### config.mk
export PLATFORM = sky130hd
export DESIGN_NAME = bp_gselect_sched
export DESIGN_NICKNAME = d
export VERILOG_FILES = /design/src/rtl/bp_gselect_sched.sv
export SDC_FILE = /design/constraint.sdc
export NUM_CORES = 1
export LEC_CHECK = 0
export BUFFER_PORTS_ARGS = -buffer_cell sky130_fd_sc_hd__buf_2
export CAP_MARGIN = 20
export CORE_MARGIN = 10
export CORE_UTILIZATION = 53
export DETAILED_ROUTE_END_ITERATION = 6
export PLACE_DENSITY = 0.82
export SYNTH_ARGS = -nofsm -noshare
export SYNTH_HDL_FRONTEND = slang
export SYNTH_SLANG_ARGS = --single-unit
### constraint.sdc
create_clock -name clk -period 2.29 [get_ports clk]
set_clock_uncertainty 0.1 [all_clocks]
set_input_delay 0.1145 -clock clk [delete_from_list [all_inputs] [get_ports clk]]
set_output_delay 0.1145 -clock clk [all_outputs]
set_load 0.005 [all_outputs]
### src/rtl/bp_gselect_sched.sv
// bp_gselect_sched: gselect predictor scheduler owning the PHT, speculative/architectural GHRs and the in-flight queue.
// Defining BP_STATS_EN adds the correct_count and stall_count statistics outputs.
module bp_gselect_sched #(
  parameter int PC_BITS  = 2,
  parameter int GHR_BITS = 2,
  parameter int PC_W     = 8,
  parameter int DEPTH    = 4,
  parameter int CNT_W    = 32
) (
  input  logic                       clk,
  input  logic                       reset_n,
  input  logic                       lk_valid,
  input  logic [PC_W-1:0]            lk_pc,
  output logic                       lk_ready,
  output logic                       pred_valid,
  output logic                       pred_taken,
  output logic [$clog2(DEPTH)-1:0]   pred_tag,
  input  logic                       rs_valid,
  input  logic                       rs_taken,
  output logic                       rs_ready,
  input  logic                       flush,
  output logic                       recover,
  output logic [CNT_W-1:0]           mispredict_count,
  output logic [$clog2(DEPTH):0]     inflight
`ifdef BP_STATS_EN
  ,
  output logic [CNT_W-1:0]           correct_count,
  output logic [CNT_W-1:0]           stall_count
`endif
);
  localparam int TAG_W = $clog2(DEPTH);
  localparam int IDX_W = PC_BITS + GHR_BITS;
  localparam int N     = 1 << IDX_W;

  logic [1:0]          pht_q [N];
  logic [1:0]          pht_d [N];
  logic [IDX_W-1:0]    q_idx_q [DEPTH];
  logic [IDX_W-1:0]    q_idx_d [DEPTH];
  logic [DEPTH-1:0]    q_pred_q, q_pred_d;
  logic [GHR_BITS-1:0] spec_ghr_q, spec_ghr_d, arch_ghr_q, arch_ghr_d;
  logic [TAG_W-1:0]    wr_ptr_q, wr_ptr_d, rd_ptr_q, rd_ptr_d, pred_tag_q, pred_tag_d;
  logic [TAG_W:0]      count_q, count_d;
  logic                pred_valid_q, pred_valid_d, pred_taken_q, pred_taken_d, recover_q, recover_d;
  logic [CNT_W-1:0]    mis_cnt_q, mis_cnt_d;
  logic                lk_fire, rs_fire, mispred, clear, lk_pred, head_pred;
  logic [IDX_W-1:0]    lk_idx, head_idx;
  logic [1:0]          head_cnt, upd_cnt;
  logic                unused_pc;

  assign unused_pc = ^lk_pc;
  // Any presented resolve stalls lookup so lk_ready never depends on queue occupancy through rs_ready.
  assign lk_ready  = (count_q != (TAG_W+1)'(DEPTH)) && !rs_valid && !flush;
  assign rs_ready  = count_q != '0;
  assign lk_fire   = lk_valid && lk_ready;
  assign rs_fire   = rs_valid && rs_ready;
  assign lk_idx    = {lk_pc[PC_BITS-1:0], spec_ghr_q};
  assign lk_pred   = pht_q[lk_idx][1];
  assign head_idx  = q_idx_q[rd_ptr_q];
  assign head_pred = q_pred_q[rd_ptr_q];
  assign head_cnt  = pht_q[head_idx];
  assign upd_cnt   = rs_taken ? (&head_cnt ? head_cnt : head_cnt + 2'd1)
                              : (|head_cnt ? head_cnt - 2'd1 : head_cnt);
  assign mispred   = rs_fire && (head_pred != rs_taken);
  assign clear     = mispred || flush;

  always_comb begin
    pht_d    = pht_q;
    q_idx_d  = q_idx_q;
    q_pred_d = q_pred_q;
    if (rs_fire) pht_d[head_idx] = upd_cnt;
    if (lk_fire) begin
      q_idx_d[wr_ptr_q]  = lk_idx;
      q_pred_d[wr_ptr_q] = lk_pred;
    end
    arch_ghr_d   = rs_fire ? {arch_ghr_q[GHR_BITS-2:0], rs_taken} : arch_ghr_q;
    spec_ghr_d   = clear   ? arch_ghr_d
                 : lk_fire ? {spec_ghr_q[GHR_BITS-2:0], lk_pred} : spec_ghr_q;
    wr_ptr_d     = clear ? '0 : lk_fire ? wr_ptr_q + TAG_W'(1) : wr_ptr_q;
    rd_ptr_d     = clear ? '0 : rs_fire ? rd_ptr_q + TAG_W'(1) : rd_ptr_q;
    count_d      = clear ? '0 : count_q + (TAG_W+1)'(lk_fire) - (TAG_W+1)'(rs_fire);
    pred_valid_d = lk_fire;
    pred_taken_d = lk_fire && lk_pred;
    pred_tag_d   = lk_fire ? wr_ptr_q : pred_tag_q;
    recover_d    = mispred;
    mis_cnt_d    = (mispred && !(&mis_cnt_q)) ? mis_cnt_q + CNT_W'(1) : mis_cnt_q;
  end

  always_ff @(posedge clk or negedge reset_n)
    if (!reset_n) begin
      for (int i = 0; i < N; i++) pht_q[i] <= 2'b01;
      for (int i = 0; i < DEPTH; i++) q_idx_q[i] <= '0;
      q_pred_q     <= '0;
      spec_ghr_q   <= '0;
      arch_ghr_q   <= '0;
      wr_ptr_q     <= '0;
      rd_ptr_q     <= '0;
      count_q      <= '0;
      pred_valid_q <= 1'b0;
      pred_taken_q <= 1'b0;
      pred_tag_q   <= '0;
      recover_q    <= 1'b0;
      mis_cnt_q    <= '0;
    end else begin
      pht_q        <= pht_d;
      q_idx_q      <= q_idx_d;
      q_pred_q     <= q_pred_d;
      spec_ghr_q   <= spec_ghr_d;
      arch_ghr_q   <= arch_ghr_d;
      wr_ptr_q     <= wr_ptr_d;
      rd_ptr_q     <= rd_ptr_d;
      count_q      <= count_d;
      pred_valid_q <= pred_valid_d;
      pred_taken_q <= pred_taken_d;
      pred_tag_q   <= pred_tag_d;
      recover_q    <= recover_d;
      mis_cnt_q    <= mis_cnt_d;
    end

  assign pred_valid       = pred_valid_q;
  assign pred_taken       = pred_taken_q;
  assign pred_tag         = pred_tag_q;
  assign recover          = recover_q;
  assign mispredict_count = mis_cnt_q;
  assign inflight         = count_q;

`ifdef BP_STATS_EN
  logic [CNT_W-1:0] correct_count_q, correct_count_d, stall_count_q, stall_count_d;

  always_comb begin
    correct_count_d = (rs_fire && !mispred && !(&correct_count_q)) ? correct_count_q + CNT_W'(1) : correct_count_q;
    stall_count_d   = (lk_valid && !lk_ready && !(&stall_count_q)) ? stall_count_q + CNT_W'(1) : stall_count_q;
  end

  always_ff @(posedge clk or negedge reset_n)
    if (!reset_n) begin
      correct_count_q <= '0;
      stall_count_q   <= '0;
    end else begin
      correct_count_q <= correct_count_d;
      stall_count_q   <= stall_count_d;
    end

  assign correct_count = correct_count_q;
  assign stall_count   = stall_count_q;
`endif
endmodule

Yosys cells after proc, flatten, opt, wreduce, memory -nomap -nowiden --
Index checks and enable logic that the tools add are counted.
Word-level totals: register bits after elaboration 100, word-level logic and storage cells 104
Operators by class: reductions and logical operators 20, eq/ne operators 2, multiplexer cells 31, order comparisons 9, add/subtract/negate cells 7, bitwise logic cells 4
Operators with widths (number):
- adder 32 x 1 -> 32 bit, second input constant | 1
- bitwise mux 32 bit | 1
- AND reduction 32 bit | 1
- two-way mux 2 bit | 15
- binary-select mux 2 bit (select 4 bit) | 2
- bitwise mux 16 bit | 1
- two-way mux 4 bit | 3
- >= comparator 5 bit, second input constant | 2
- logical AND 1 bit | 10
- NOT 4 -> 5 bit | 2
- binary-select mux 4 bit (select 2 bit) | 1
- demux 2 bit (select 4 bit) | 1
- demux 4 bit (select 2 bit) | 1
- adder 2 x 1 -> 2 bit, second input constant | 3
- >= comparator 3 bit, second input constant | 2
- less-than comparator 2 x 3 -> 1 bit, second input constant | 2
- NOT 2 -> 3 bit | 2
- less-than comparator 5 x 1 -> 1 bit, second input constant | 1
- bitwise mux 4 bit | 1
- nonzero test 2 bit | 2
- adder 3 x 1 -> 3 bit | 1
- logical NOT 1 bit | 3
- less-than comparator 3 x 1 -> 1 bit, second input constant | 1
- two-way mux 3 bit | 1
- 12 further kinds | 13

Longest topological paths before layout --
Gate-level depths: netlist of run 1.
word-level depth 12, depth in mapped cells 9, depth with buffers taken out 9

Least setup slack after synthesis of run 1 --
OpenSTA, ideal clock, no wires.
path kind register -> register, from register count_q[2], in the netlist inflight[2], to register count_q[2], in the netlist inflight[2], setup slack -0.121 ns, data required time 2.068 ns, stages on the path, launching flop included 10, arrival 2.189 ns, setup time 0.122 ns, path through dfrtp_1 or3_1 nand2_1 inv_1 ha_1 inv_1 ha_1 fa_1 xnor2_1 nor2_1
Between the ends: elaborated cells on any way between the ends 11, those cells by class add/sub (2); eq/ne (1); mux (1); reduce/logical (7)
RTL lines:
- start: declaration | line 42 | logic [TAG_W:0] count_q, count_d;
- start signal: assignment | line 111 | count_q <= count_d;
- nonzero test 3 bit (*) | line 53 | assign rs_ready = count_q != '0;
- net rs_ready | line 20 | output logic rs_ready,
- logical AND 1 bit (*) | line 55 | assign rs_fire = rs_valid && rs_ready;
- parallel branches: the longest is 2 deep, another holds subtractor 3 x 1 -> 3 bit
- two-way mux 3 bit (*) | line 80 | count_d = clear ? '0 : count_q + (TAG_W+1)'(lk_fire) - (TAG_W+1)'(rs_fire);
- net count_d[2] | line 42
Mark *: on every way through the listed nets, which the timed path passes. A chain may end at the register's enable or synchronous reset.

Worst setup path in the final report of run 1 --
from register rd_ptr_q[0], to register mis_cnt_q[22], in the netlist mispredict_count[22]
Between the ends: cells in the longest elaborated chain, start to end 5
RTL lines:
- start: declaration | line 41 | logic [TAG_W-1:0] wr_ptr_q, wr_ptr_d, rd_ptr_q, rd_ptr_d, pred_tag_q, pred_tag_d;
- start signal: assignment | line 110 | rd_ptr_q <= rd_ptr_d;
- binary-select mux 1 bit (select 2 bit) | line 59 | assign head_pred = q_pred_q[rd_ptr_q];
- two-way mux 1 bit (not written as such) | line 59
- inequality test 1 bit | line 63 | assign mispred = rs_fire && (head_pred != rs_taken);
- logical AND 1 bit | line 63
- logical AND 1 bit | line 85 | mis_cnt_d = (mispred && !(&mis_cnt_q)) ? mis_cnt_q + CNT_W'(1) : mis_cnt_q;
- end signal: assignment | line 116 | mis_cnt_q <= mis_cnt_d;
- end: declaration | line 44 | logic [CNT_W-1:0] mis_cnt_q, mis_cnt_d;
Every way passes these cells. The select of a mux whose other input is x is not followed.

==> results by group, run 1 <==
Status
  – Status: complete, but fails checks
  – Violated checks: setup timing

Final layout
  – Share of cells above drive strength 1: 0.462
  – Post-route cell area: 6370 sq um
  – Final #Nets: 563
  – Area delta synth->final: 26.4%
  – Ant diodes: 0

Die
  – I/O pin cnt: 56
  – Chip height: 118 um
  – Die ar.: 13,800 sq um
  – Core area: 9240 sq um
  – Die Wd: 118 um
  – Row count: 35
  – Initial core utilization: 0.545

Setup path
  – Slowest CP cell: mux4_2
  – CP startpoint kind: flop
  – Worst setup path startpoint: rd_ptr_q[0]
  – Crit Path Class: flop to flop
  – Required time worst endpoint: 2.48 ns
  – Reg-to-Reg Start: rd_ptr_q[0]
  – Cell mode on critical path: buf_4
  – Critical Path AT: 2.72 ns
  – CP endpoint kind: flop
  – Crit Path Max Fanout: 4
  – Critical Path Max Stage Delay: 0.52 ns
  – Crit-path cells: buf_4 -> mux4_2 -> xnor2_2 -> buf_4 -> nor3b_4 -> buf_6 -> buf_4 -> a41oi_1 -> a31oi_1

Clock network
  – Clk buf depth: 2
  – Clk sink count: 100
  – Clock Latency Late Sink: 0.37 ns
  – CTS H-tree depth: 3
  – Worst-path clk slew: 0.10 ns
  – CTS tree: built
  – TritonCTS Buffers: 9
  – Root Driver: clkbuf_8

Routing
  – Via count: 3,881
  – Final wirelength: 12,600 um
  – DRT iter0 DRCs: 266
  – WL/cell: 18.7 um
  – # DRC: 0
  – Vias per std cell: 5.75
  – Final ANT Viol Nets: 0
  – DR pass1 iterations: 4

Timing
  – Final min period: 2.53 ns
  – Setup ws final: -0.241 ns
  – Slew Limit Fails: 0
  – Final setup viols: 55
  – Relative slew margins: 0.607
  – Final Hold Vio Count: 0
  – Fin crit share: 1.11
  – Worst hold slack: 0.133 ns
  – RSZ-0062 raised after global routing: yes
  – Max Fclk: 395 MHz
  – Actual slew at the worst max-slew pin: 0.573 ns

GRT
  – Vias in the first global route: 3,921
  – Initial antenna violation count: 0
  – Global-route wire length before repair: 19,200 um
  – Largest net degree at the start of global routing: 59
  – Remaining global-route overflow: 0
  – Global Route Usage Sum: 0.166

Logic synthesis
  – Netlist Area Pre-Place: 5040 sq um
  – Largest family of logic cells by synthesized area: multiplexers
  – Synth Net Count: 457
  – Register area share after synthesis: 0.500
  – Most frequent cell after synthesis: dfrtp_1
  – Post-synthesis compound-gate area fraction: 0.0484
  – Dominant cells by area after synthesis: dfrtp_1 (42%), mux2_2 (9.4%), dfstp_2 (8.3%)
  – Post-synthesis cell count: 435
  – Post-Synth XOR/XNOR Area: 0.0591
  – Syn avg cell area: 11.6 sq um
  – Synth cell count leaders: dfrtp_1 (84), nand2_1 (62), mux2_2 (42)
  – Main synth FF type: dfrtp_1
  – Post-synth EDFFs: 0
  – Simple-gate share of the synthesized area: 0.153
  – Top cell type's share of synthesized area: 0.417
  – Mux contribution to synthesized area: 0.195
  – Adder-cell area share of the yosys netlist: 0.0214
  – Synth area leader: dfrtp_1
  – Synth unique cells: 50
  – Async SR Flop Fraction: 1.00
  – Register bit total from synthesis: 100
  – YS warnings: 0

Flow run
  – Max-cap violation count: 0

Placed design
  – PortBufs: 49
  – DP Area: 5740 sq um
  – Post-DP HPWL: 8340 um
  – Worst slack, placed: -0.236 ns
  – GPL Wtd Cong: 0.855

Pwr
  – Clock share of power: 0.157
  – Internal power: 0.00435 W
  – Gate power share: 0.468
  – Sequential power share: 0.375
  – Switching power: 0.00271 W
  – Net Sw Frac: 0.384
  – Power density over the cells: 1110 nW/um^2
  – VDD IR-drop max: 1140 uV
  – Leakage: 2.93 nW

Hold path
  – Hold Crit Class: primary input to async pin
-- logic make-up after synthesis --
logic type / Yosys count
buffers and inverters: 24
DFF: 100
and+or+nand+nor: 152
muxes: 81
adders and majority gates: 8
AOI/OAI and AO/OA: 36
xor gates and xnor gates: 34
-- per-stage QoR --
stage	std cells	util	total power [W]	TNS, ns
after detailed placement	645	0.622	0.00542	-8.87
after CTS	667	0.657	0.00664	-2.91
final	675	0.690	0.00706	-5.89
after global placement	645	0.622	0.00526	-3.70
after global routing	675	0.690	0.00747	-13.15
after floorplan	435	-	0.00447	-0.160
-- power groups by stage --
stage	Sequential (W)	Combinational (W)	Clock, W
after global placement	0.00259	0.00267	0
after detailed placement	0.00263	0.00279	0
after CTS	0.00260	0.00292	0.00112
final	0.00265	0.00331	0.00111
after global routing	0.00270	0.00357	0.00121
after floorplan	0.00250	0.00197	0
-- timing repair --
item / 4_1_cts / 5_1_grt
hold buffers: 5 / 0
setup endpoints to repair: 66 / 66
cloned: 0 / 1
pin swaps: 2 / 19
endpoints found under the hold margin: 52 / 0
gates resized for setup: 18 / 57
setup buffers: 1 / 7
-- routing by layer --
metal | GRT usage | part of all wire
met5 | 0 | 0
met4 | 0.0641 | 0.024
met3 | 0.0350 | 0.045
met2 | 0.283 | 0.52
met1 | 0.199 | 0.41
-- critical path, delay by kind of cell, from the launching register on --
kind,cells,cell delay (ns)
buf+inv,4,0.57
mux,1,0.52
flops,1,0.42
simple gates,1,0.34
compound gates,2,0.33
xor+xnor,1,0.17
-- sequential cells by signal, summed over array words and instances, names as in the netlist, 2 cells and up --
name / count
wr_ptr_q: 2
spec_ghr_q: 2
inflight: 3
pht_q: 32
q_idx_q: 16
pred_tag: 2
arch_ghr_q: 2
rd_ptr_q: 2
mispredict_count: 32
q_pred_q: 4
-- cell usage in the layout, fill, tap and decap left out, drive strengths merged, types with 11 or more instances in the layout --
master	netlist	final
buf	7	98
dfrtp	84	84
dfstp	16	16
inv	14	17
mux2	44	44
mux2i	28	28
nand2	62	62
nand3	15	15
nand4	11	11
nor2	28	28
o21ai	11	12
xnor2	20	20
xor2	14	14
-- layout make-up --
cell class | count | area [sq um]
Sequential cell | 100 | 2520
Tap cell | 129 | 161
Clock inverter | 6 | 56.3
Timing Repair Buffer | 103 | 702
Inverter | 15 | 58.8
Clock buffer | 10 | 138
Fill cell | 645 | 2870
Multi-Input combinational cell | 312 | 2730
-- worst paths after layout --
kind                            slack [ns]  cells after the start              endpoint
worst min register to register        0.38                      2              pht_q[2]
worst min-delay path                  0.13                      2   mispredict_count[6]
min in group clk                      0.17                      4            pred_taken
worst max register to register       -0.24                      9  mispredict_count[22]
max in group asynchronous             1.25                      3             pht_q[10]
worst max-delay path                 -0.24                      9  mispredict_count[22]
Note: power is estimated with default switching activity, not from simulation.
==> run 2: changes to the inputs <==
==> constraint.sdc (replaced) <==
create_clock -name clk -period 2.29 [get_ports clk]
set_clock_uncertainty 0.1 [all_clocks]
set_input_delay 0.229 -clock clk [delete_from_list [all_inputs] [get_ports clk]]
set_output_delay 0.229 -clock clk [all_outputs]
set_load 0.005 [all_outputs]
==> run 2 against run 1 <==
  * The run still ends with setup timing left
  * Power down 5.0%
  * Utilization shrank 1.9 points
  * First-iteration DRC count grew 20%
  * Worst setup slack improved by 0.11 ns
  * Global-route usage shrank 0.46 points
  * Maximum frequency rose by 4.5%
==> results by group, run 2 (synthesis gave the netlist of run 1 again) <==
Status
  – Status: complete, but fails checks (unchanged)
  – Violated checks: setup timing (unchanged)

Timing
  – Final min period: 2.42 ns (was 2.53 ns)
  – Setup ws final: -0.131 ns (was -0.241 ns)
  – Fin crit share: 1.06 (was 1.11)
  – Max Fclk: 413 MHz (was 395 MHz)
  – Slew Limit Fails: 0 (unchanged)
  – Post-Route Setup TNS: -2.38 ns (was -5.89 ns)
  – Actual slew at the worst max-slew pin: 0.568 ns (was 0.573 ns)
  – Relative slew margins: 0.610 (was 0.607)
  – RSZ-0062 raised after global routing: yes (unchanged)
  – Final Hold Vio Count: 0 (unchanged)
  – Worst hold slack: 0.0304 ns (was 0.133 ns)
  – Final setup viols: 30 (was 55)

Hold path
  – Hold path start: lk_valid
  – Worst Hold End: pred_taken
  – Hold Crit Class: primary input to flop (was primary input to async pin)
  – Hold Path Stages: 2

Final layout
  – Most frequent cells in the layout: dfrtp_1 (81), nand2_1 (59), buf_2 (48), buf_4 (44), mux2_2 (40) (was dfrtp_1 (82), nand2_1 (56), buf_2 (48), buf_4 (45), mux2_2 (39))
  – Area delta synth->final: 22.8% (was 26.4%)
  – Area occupied by multi-input gates: 2600 sq um (was 2730 sq um)
  – Share of cells above drive strength 1: 0.421 (was 0.462)
  – Ant diodes: 0 (unchanged)
  – Register area: 2530 sq um (was 2520 sq um)
  – Commonest non-fill, non-tap cell in the layout: dfrtp_1 (unchanged)
  – Layout fillers: 670 (was 645)
  – Finished Core Util: 0.670 (was 0.690)
  – Final #Nets: 559 (was 563)

Pwr
  – Leakage: 2.89 nW (was 2.93 nW)
  – Power density over the cells: 1080 nW/um^2 (was 1110 nW/um^2)
  – Switching power: 0.00252 W (was 0.00271 W)
  – VDD IR-drop max: 875 uV (was 1140 uV)
  – Internal power: 0.00419 W (was 0.00435 W)
  – Gate power share: 0.450 (was 0.468)
  – Clock share of power: 0.159 (was 0.157)
  – Tot Pwr: 0.00671 W (was 0.00706 W)
  – Sequential power share: 0.391 (was 0.375)
  – Net Sw Frac: 0.375 (was 0.384)

Placed design
  – Post-DP HPWL: 8130 um (was 8340 um)
  – PortBufs: 49 (unchanged)
  – Worst slack, placed: -0.156 ns (was -0.236 ns)
  – GPL Wtd Cong: 0.854 (was 0.855)

Setup path
  – CP startpoint kind: flop (unchanged)
  – Crit Path Class: flop to flop (unchanged)
  – R2R cell count: 7 (was 9)
  – Crit Path Max Fanout: 20 (was 4)
  – Critical Path AT: 2.63 ns (was 2.72 ns)
  – CP endpoint kind: flop (unchanged)
  – Critical Path Max Stage Delay: 0.55 ns (was 0.52 ns)
  – Worst r2r dst: pht_q[12] (was mispredict_count[22])
  – Required time worst endpoint: 2.49 ns (was 2.48 ns)
  – Crit path max-delay family: multiplexers (was buffers and inverters)
  – Slowest CP cell: mux4_2 (unchanged)
  – Setup slack, reg-to-reg: -0.13 ns (was -0.24 ns)
  – Critical path buffer and inverter count: 1 (was 4)
  – Crit-path cells: mux4_2 -> buf_12 -> mux2i_1 -> mux2i_2 -> a21oi_1 -> a22o_4 -> mux2_4 (was buf_4 -> mux4_2 -> xnor2_2 -> buf_4 -> nor3b_4 -> buf_6 -> buf_4 -> a41oi_1 -> a31oi_1)
  – Reg-to-Reg Start: rd_ptr_q[0] (unchanged)

Clock network
  – Clock Latency Late Sink: 0.38 ns (was 0.37 ns)
  – CTS H-tree depth: 3 (unchanged)
  – Root Driver: clkbuf_8 (unchanged)
  – Clk buf depth: 2 (unchanged)
  – TritonCTS Buffers: 9 (unchanged)
  – Clk sink count: 100 (unchanged)
  – CTS tree: built (unchanged)
  – Worst-path clk slew: 0.10 ns (about the same)

Die
  – Initial core utilization: 0.545 (unchanged)
  – Chip height: 118 um (unchanged)
  – Die ar.: 13,800 sq um (unchanged)
  – Core area: 9240 sq um (unchanged)
  – Row count: 35 (unchanged)
  – I/O pin cnt: 56 (unchanged)
  – Die Wd: 118 um (unchanged)

GRT
  – Global-route wire length before repair: 18,800 um (was 19,200 um)
  – Largest net degree at the start of global routing: 65 (was 59)
  – Vias in the first global route: 3,917 (was 3,921)
  – Remaining global-route overflow: 0 (unchanged)
  – Global Route Usage Sum: 0.161 (was 0.166)
  – Initial antenna violation count: 0 (unchanged)

Routing
  – DR pass1 iterations: 4 (unchanged)
  – DRT iter0 DRCs: 320 (was 266)
  – # DRC: 0 (unchanged)
  – Via count: 3,791 (was 3,881)
  – Final wirelength: 11,400 um (was 12,600 um)
  – Final ANT Viol Nets: 0 (unchanged)
  – WL/cell: 17.0 um (was 18.7 um)
  – Vias per std cell: 5.65 (was 5.75)

Flow run
  – Max-cap violation count: 0 (unchanged)
run 2: cell types whose count changed in the layout (fill, tap and decap cells not counted), moves of 3 or more:
cell and change:
dlygate4sd3_1 -3, nand2_1 +3, nand2_2 -4, nor2_1 +7, nor2_2 -6
run 2: power by group through the flow:
stage	logic [W]	clock network [W]	registers (W)
4_1_cts	0.00284	0.00109	0.00259
3_5_place_dp	0.00279	0	0.00263
3_3_place_gp	0.00267	0	0.00259
2_1_floorplan	0.00197	0	0.00250
5_1_grt	0.00329	0.00117	0.00268
6_report	0.00302	0.00107	0.00262
run 2: layer usage:
metal / vias up / wire [um] / GRT usage
li1: 1754 / - / -
met1: 1923 / 4820 / 0.200
met2: 98 / 5790 / 0.264
met3: 16 / 637 / 0.0441
met4: 0 / 160 / 0.0556
met5: - / 0 / 0
run 2: worst max-delay path by stage:
| stage | startpoint | endpoint | depth (start not counted) |
|---|---|---|---|
| after floorplan | rd_ptr_q[0] | pht_q[26] | 8 |
| after global placement | rd_ptr_q[0] | pht_q[28] | 7 |
| after detailed placement | rd_ptr_q[0] | pht_q[10] | 7 |
| after CTS | rd_ptr_q[0] | pht_q[12] | 7 |
| after global routing | rd_ptr_q[0] | pht_q[0] | 7 |
| final | rd_ptr_q[0] | pht_q[12] | 7 |
run 2: worst register-to-register path: stages (launching register included):
cell	delay, ns
dfrtp_2	0.41
mux4_2	0.55
buf_12	0.20
mux2i_1	0.14
mux2i_2	0.24
a21oi_1	0.13
a22o_4	0.31
mux2_4	0.28
run 2: timing repair:
item	in CTS	in global routing
setup buffers	0	6
hold buffers	2	0
hold endpoints to repair	85	0
gates resized for setup	12	33
pin swaps	3	12
gates cloned	0	1
endpoints found under the setup margin	57	65
run 2: cell type report:
type / instances / share of cell area
Clock buffer: 9 / 0.0200
Sequential cell: 100 / 0.408
Timing Repair Buffer: 99 / 0.107
Multi-Input combinational cell: 312 / 0.420
Clock inverter: 7 / 0.00950
Tap cell: 129 / 0.0261
Inverter: 15 / 0.00909
run 2: metrics by stage:
step | std cells | instance area [sq um]
floorplan | 435 | 5060
global placement | 646 | 5750
detailed placement | 646 | 5750
CTS | 664 | 6020
global route | 671 | 6190
finish | 671 | 6190
==> run 3: changes to the inputs <==
--- a/config.mk
+++ b/config.mk
@@ -8,9 +8,9 @@
 export BUFFER_PORTS_ARGS = -buffer_cell sky130_fd_sc_hd__buf_2
 export CAP_MARGIN = 20
 export CORE_MARGIN = 10
-export CORE_UTILIZATION = 53
+export CORE_UTILIZATION = 60
 export DETAILED_ROUTE_END_ITERATION = 6
-export PLACE_DENSITY = 0.82
+export PLACE_DENSITY = 0.87
 export SYNTH_ARGS = -nofsm -noshare
 export SYNTH_HDL_FRONTEND = slang
 export SYNTH_SLANG_ARGS = --single-unit
==> constraint.sdc (replaced) <==
create_clock -name clk -period 2.81 [get_ports clk]
set_clock_uncertainty 0.1 [all_clocks]
set_input_delay 0.281 -clock clk [delete_from_list [all_inputs] [get_ports clk]]
set_output_delay 0.281 -clock clk [all_outputs]
set_load 0.005 [all_outputs]
==> run 3 against run 2 <==
  * The flow now finishes without violations
  * Largest cell class is now registers
  * Highest routed layer unchanged
  * Critical path type unchanged
  * Combinational power down 32%
  * Sequential power shrank 18%
  * Die area is 9.7% lower
==> results by group, run 3 (synthesis gave the netlist of run 1 again) <==
Status
  – Status: finished, final reports clean (was complete, but fails checks)

Setup path
  – Critical path buffer and inverter count: 1 (unchanged)
  – Critical Path Max Stage Delay: 0.61 ns (was 0.55 ns)
  – R2R cell count: 7 (unchanged)
  – CP endpoint kind: flop (unchanged)
  – Crit Path Max Fanout: 18 (was 20)
  – Reg-to-Reg Start: rd_ptr_q[0] (unchanged)
  – Setup slack, reg-to-reg: 0.16 ns (was -0.13 ns)
  – Crit-path cells: mux4_2 -> buf_12 -> mux2i_2 -> mux2i_1 -> nand3_1 -> a31oi_1 -> mux2_2 (was mux4_2 -> buf_12 -> mux2i_1 -> mux2i_2 -> a21oi_1 -> a22o_4 -> mux2_4)
  – Worst r2r dst: pht_q[1] (was pht_q[12])
  – Slowest CP cell: mux4_2 (unchanged)
  – Required time worst endpoint: 3.01 ns (was 2.49 ns)
  – Crit path max-delay family: multiplexers (unchanged)
  – Crit Path Class: flop to flop (unchanged)
  – Critical Path AT: 2.86 ns (was 2.63 ns)
  – CP startpoint kind: flop (unchanged)

Die
  – Die Wd: 112 um (was 118 um)
  – Initial core utilization: 0.616 (was 0.545)
  – Core area: 8180 sq um (was 9240 sq um)
  – Chip height: 112 um (was 118 um)
  – Row count: 33 (was 35)
  – Die ar.: 12,500 sq um (was 13,800 sq um)
  – I/O pin cnt: 56 (unchanged)

Clock network
  – CTS tree: built (unchanged)
  – Clk buf depth: 2 (unchanged)
  – Worst-path clk slew: 0.10 ns (about the same)
  – CTS H-tree depth: 3 (unchanged)
  – Post-CTS setup buffer count: 0 (unchanged)
  – Root Driver: clkbuf_8 (unchanged)
  – TritonCTS Buffers: 9 (unchanged)
  – Clock Latency Late Sink: 0.38 ns (about the same)
  – Clk sink count: 100 (unchanged)

Placed design
  – Placed Instances: 591 (was 646)
  – Worst slack, placed: 0.124 ns (was -0.156 ns)
  – GPL Wtd Cong: 0.915 (was 0.854)
  – Post-DP HPWL: 8150 um (was 8130 um)
  – PortBufs: 49 (unchanged)

Timing
  – Final Hold Vio Count: 0 (unchanged)
  – RSZ-0062 raised after global routing: no (was yes)
  – Final setup viols: 0 (was 30)
  – Max Fclk: 377 MHz (was 413 MHz)
  – Post-Route Setup TNS: 0 ns (was -2.38 ns)
  – Final min period: 2.65 ns (was 2.42 ns)
  – Fin crit share: 0.944 (was 1.06)
  – Setup ws final: 0.157 ns (was -0.131 ns)
  – Relative slew margins: 0.602 (was 0.610)
  – Worst hold slack: 0.0876 ns (was 0.0304 ns)
  – Slew Limit Fails: 0 (unchanged)
  – Actual slew at the worst max-slew pin: 0.596 ns (was 0.568 ns)

Routing
  – Final ANT Viol Nets: 0 (unchanged)
  – Final wirelength: 10,900 um (was 11,400 um)
  – Via count: 3,571 (was 3,791)
  – DRT iter0 DRCs: 197 (was 320)
  – # DRC: 0 (unchanged)
  – WL/cell: 18.0 um (was 17.0 um)
  – DR pass1 iterations: 4 (unchanged)
  – Vias per std cell: 5.86 (was 5.65)

GRT
  – Remaining global-route overflow: 0 (unchanged)
  – Global-route wire length before repair: 19,000 um (was 18,800 um)
  – Largest net degree at the start of global routing: 47 (was 65)
  – Initial antenna violation count: 0 (unchanged)
  – Global Route Usage Sum: 0.180 (was 0.161)
  – Vias in the first global route: 3,858 (was 3,917)

Final layout
  – Share of cells above drive strength 1: 0.308 (was 0.421)
  – Commonest non-fill, non-tap cell in the layout: dfrtp_1 (unchanged)
  – Ant diodes: 0 (unchanged)
  – Finished Layout Cells: 609 (was 671)
  – Final #Nets: 521 (was 559)
  – Most frequent cells in the layout: dfrtp_1 (83), nand2_1 (62), buf_2 (48), mux2_2 (42), nor2_1 (28) (was dfrtp_1 (81), nand2_1 (59), buf_2 (48), buf_4 (44), mux2_2 (40))
  – Area delta synth->final: 12.6% (was 22.8%)

Pwr
  – Power density over the cells: 895 nW/um^2 (was 1080 nW/um^2)
  – Clock share of power: 0.173 (was 0.159)
  – Gate power share: 0.404 (was 0.450)
  – Net Sw Frac: 0.383 (was 0.375)
  – VDD IR-drop max: 595 uV (was 875 uV)
  – Leakage: 2.67 nW (was 2.89 nW)
  – Internal power: 0.00313 W (was 0.00419 W)
  – Sequential power share: 0.424 (was 0.391)
  – Tot Pwr: 0.00508 W (was 0.00671 W)
  – Switching power: 0.00194 W (was 0.00252 W)

Hold path
  – Hold Path Stages: 2 (unchanged)
  – Hold path start: lk_valid (unchanged)
  – Worst Hold End: pred_taken (unchanged)
  – Hold Crit Class: primary input to flop (unchanged)

Flow run
  – Max-cap violation count: 0 (unchanged)
[run 3: routing by layer]
metal	wire, um	share of wire	up-vias	global-route usage
li1	-	-	1668	-
met1	4580	0.42	1802	0.211
met2	5630	0.51	87	0.313
met3	606	0.055	14	0.0580
met4	122	0.011	0	0.0403
met5	0	0	-	0
[run 3: power by group through the flow]
stage	clock [W]	combinational [W]	sequential, W
floorplan	0	0.00157	0.00203
global placement	0	0.00193	0.00213
detailed placement	0	0.00203	0.00217
CTS	0.000891	0.00205	0.00214
global route	0.000957	0.00226	0.00220
finish	0.000876	0.00205	0.00215
[run 3: worst max-delay path by stage]
stage             endpoint  slack (ns)  cells after the start         from
2_1_floorplan  inflight[2]        0.40                      9  inflight[2]
3_3_place_gp     pht_q[16]        0.21                      7  rd_ptr_q[0]
3_5_place_dp     pht_q[17]        0.12                      7  rd_ptr_q[0]
4_1_cts          pht_q[17]        0.09                      7  rd_ptr_q[0]
5_1_grt           pht_q[3]       0.007                      7  rd_ptr_q[0]
6_report          pht_q[1]        0.16                      7  rd_ptr_q[0]
[run 3: stage by stage]
step	area, sq um	utilization
after floorplan	5040	-
after global placement	5470	0.669
after detailed placement	5470	0.669
after CTS	5660	0.693
after global routing	5670	0.694
final	5670	0.694
[run 3: what timing repair did]
action                                  4_1_cts  5_1_grt
hold endpoints to repair                     41        1
hold buffers                                  1        1
gates resized for setup                       0        1
endpoints found under the setup margin        0       12
[run 3: area by class of cell]
cell class                 count  area [sq um]
timing repair buffer          62           375
tap                          105           131
multi-input combinational    311          2400
clock buffer                  10           128
clock inverter                 6          56.3
fill                         581          2500
sequential                   100          2520
inverter                      15          56.3
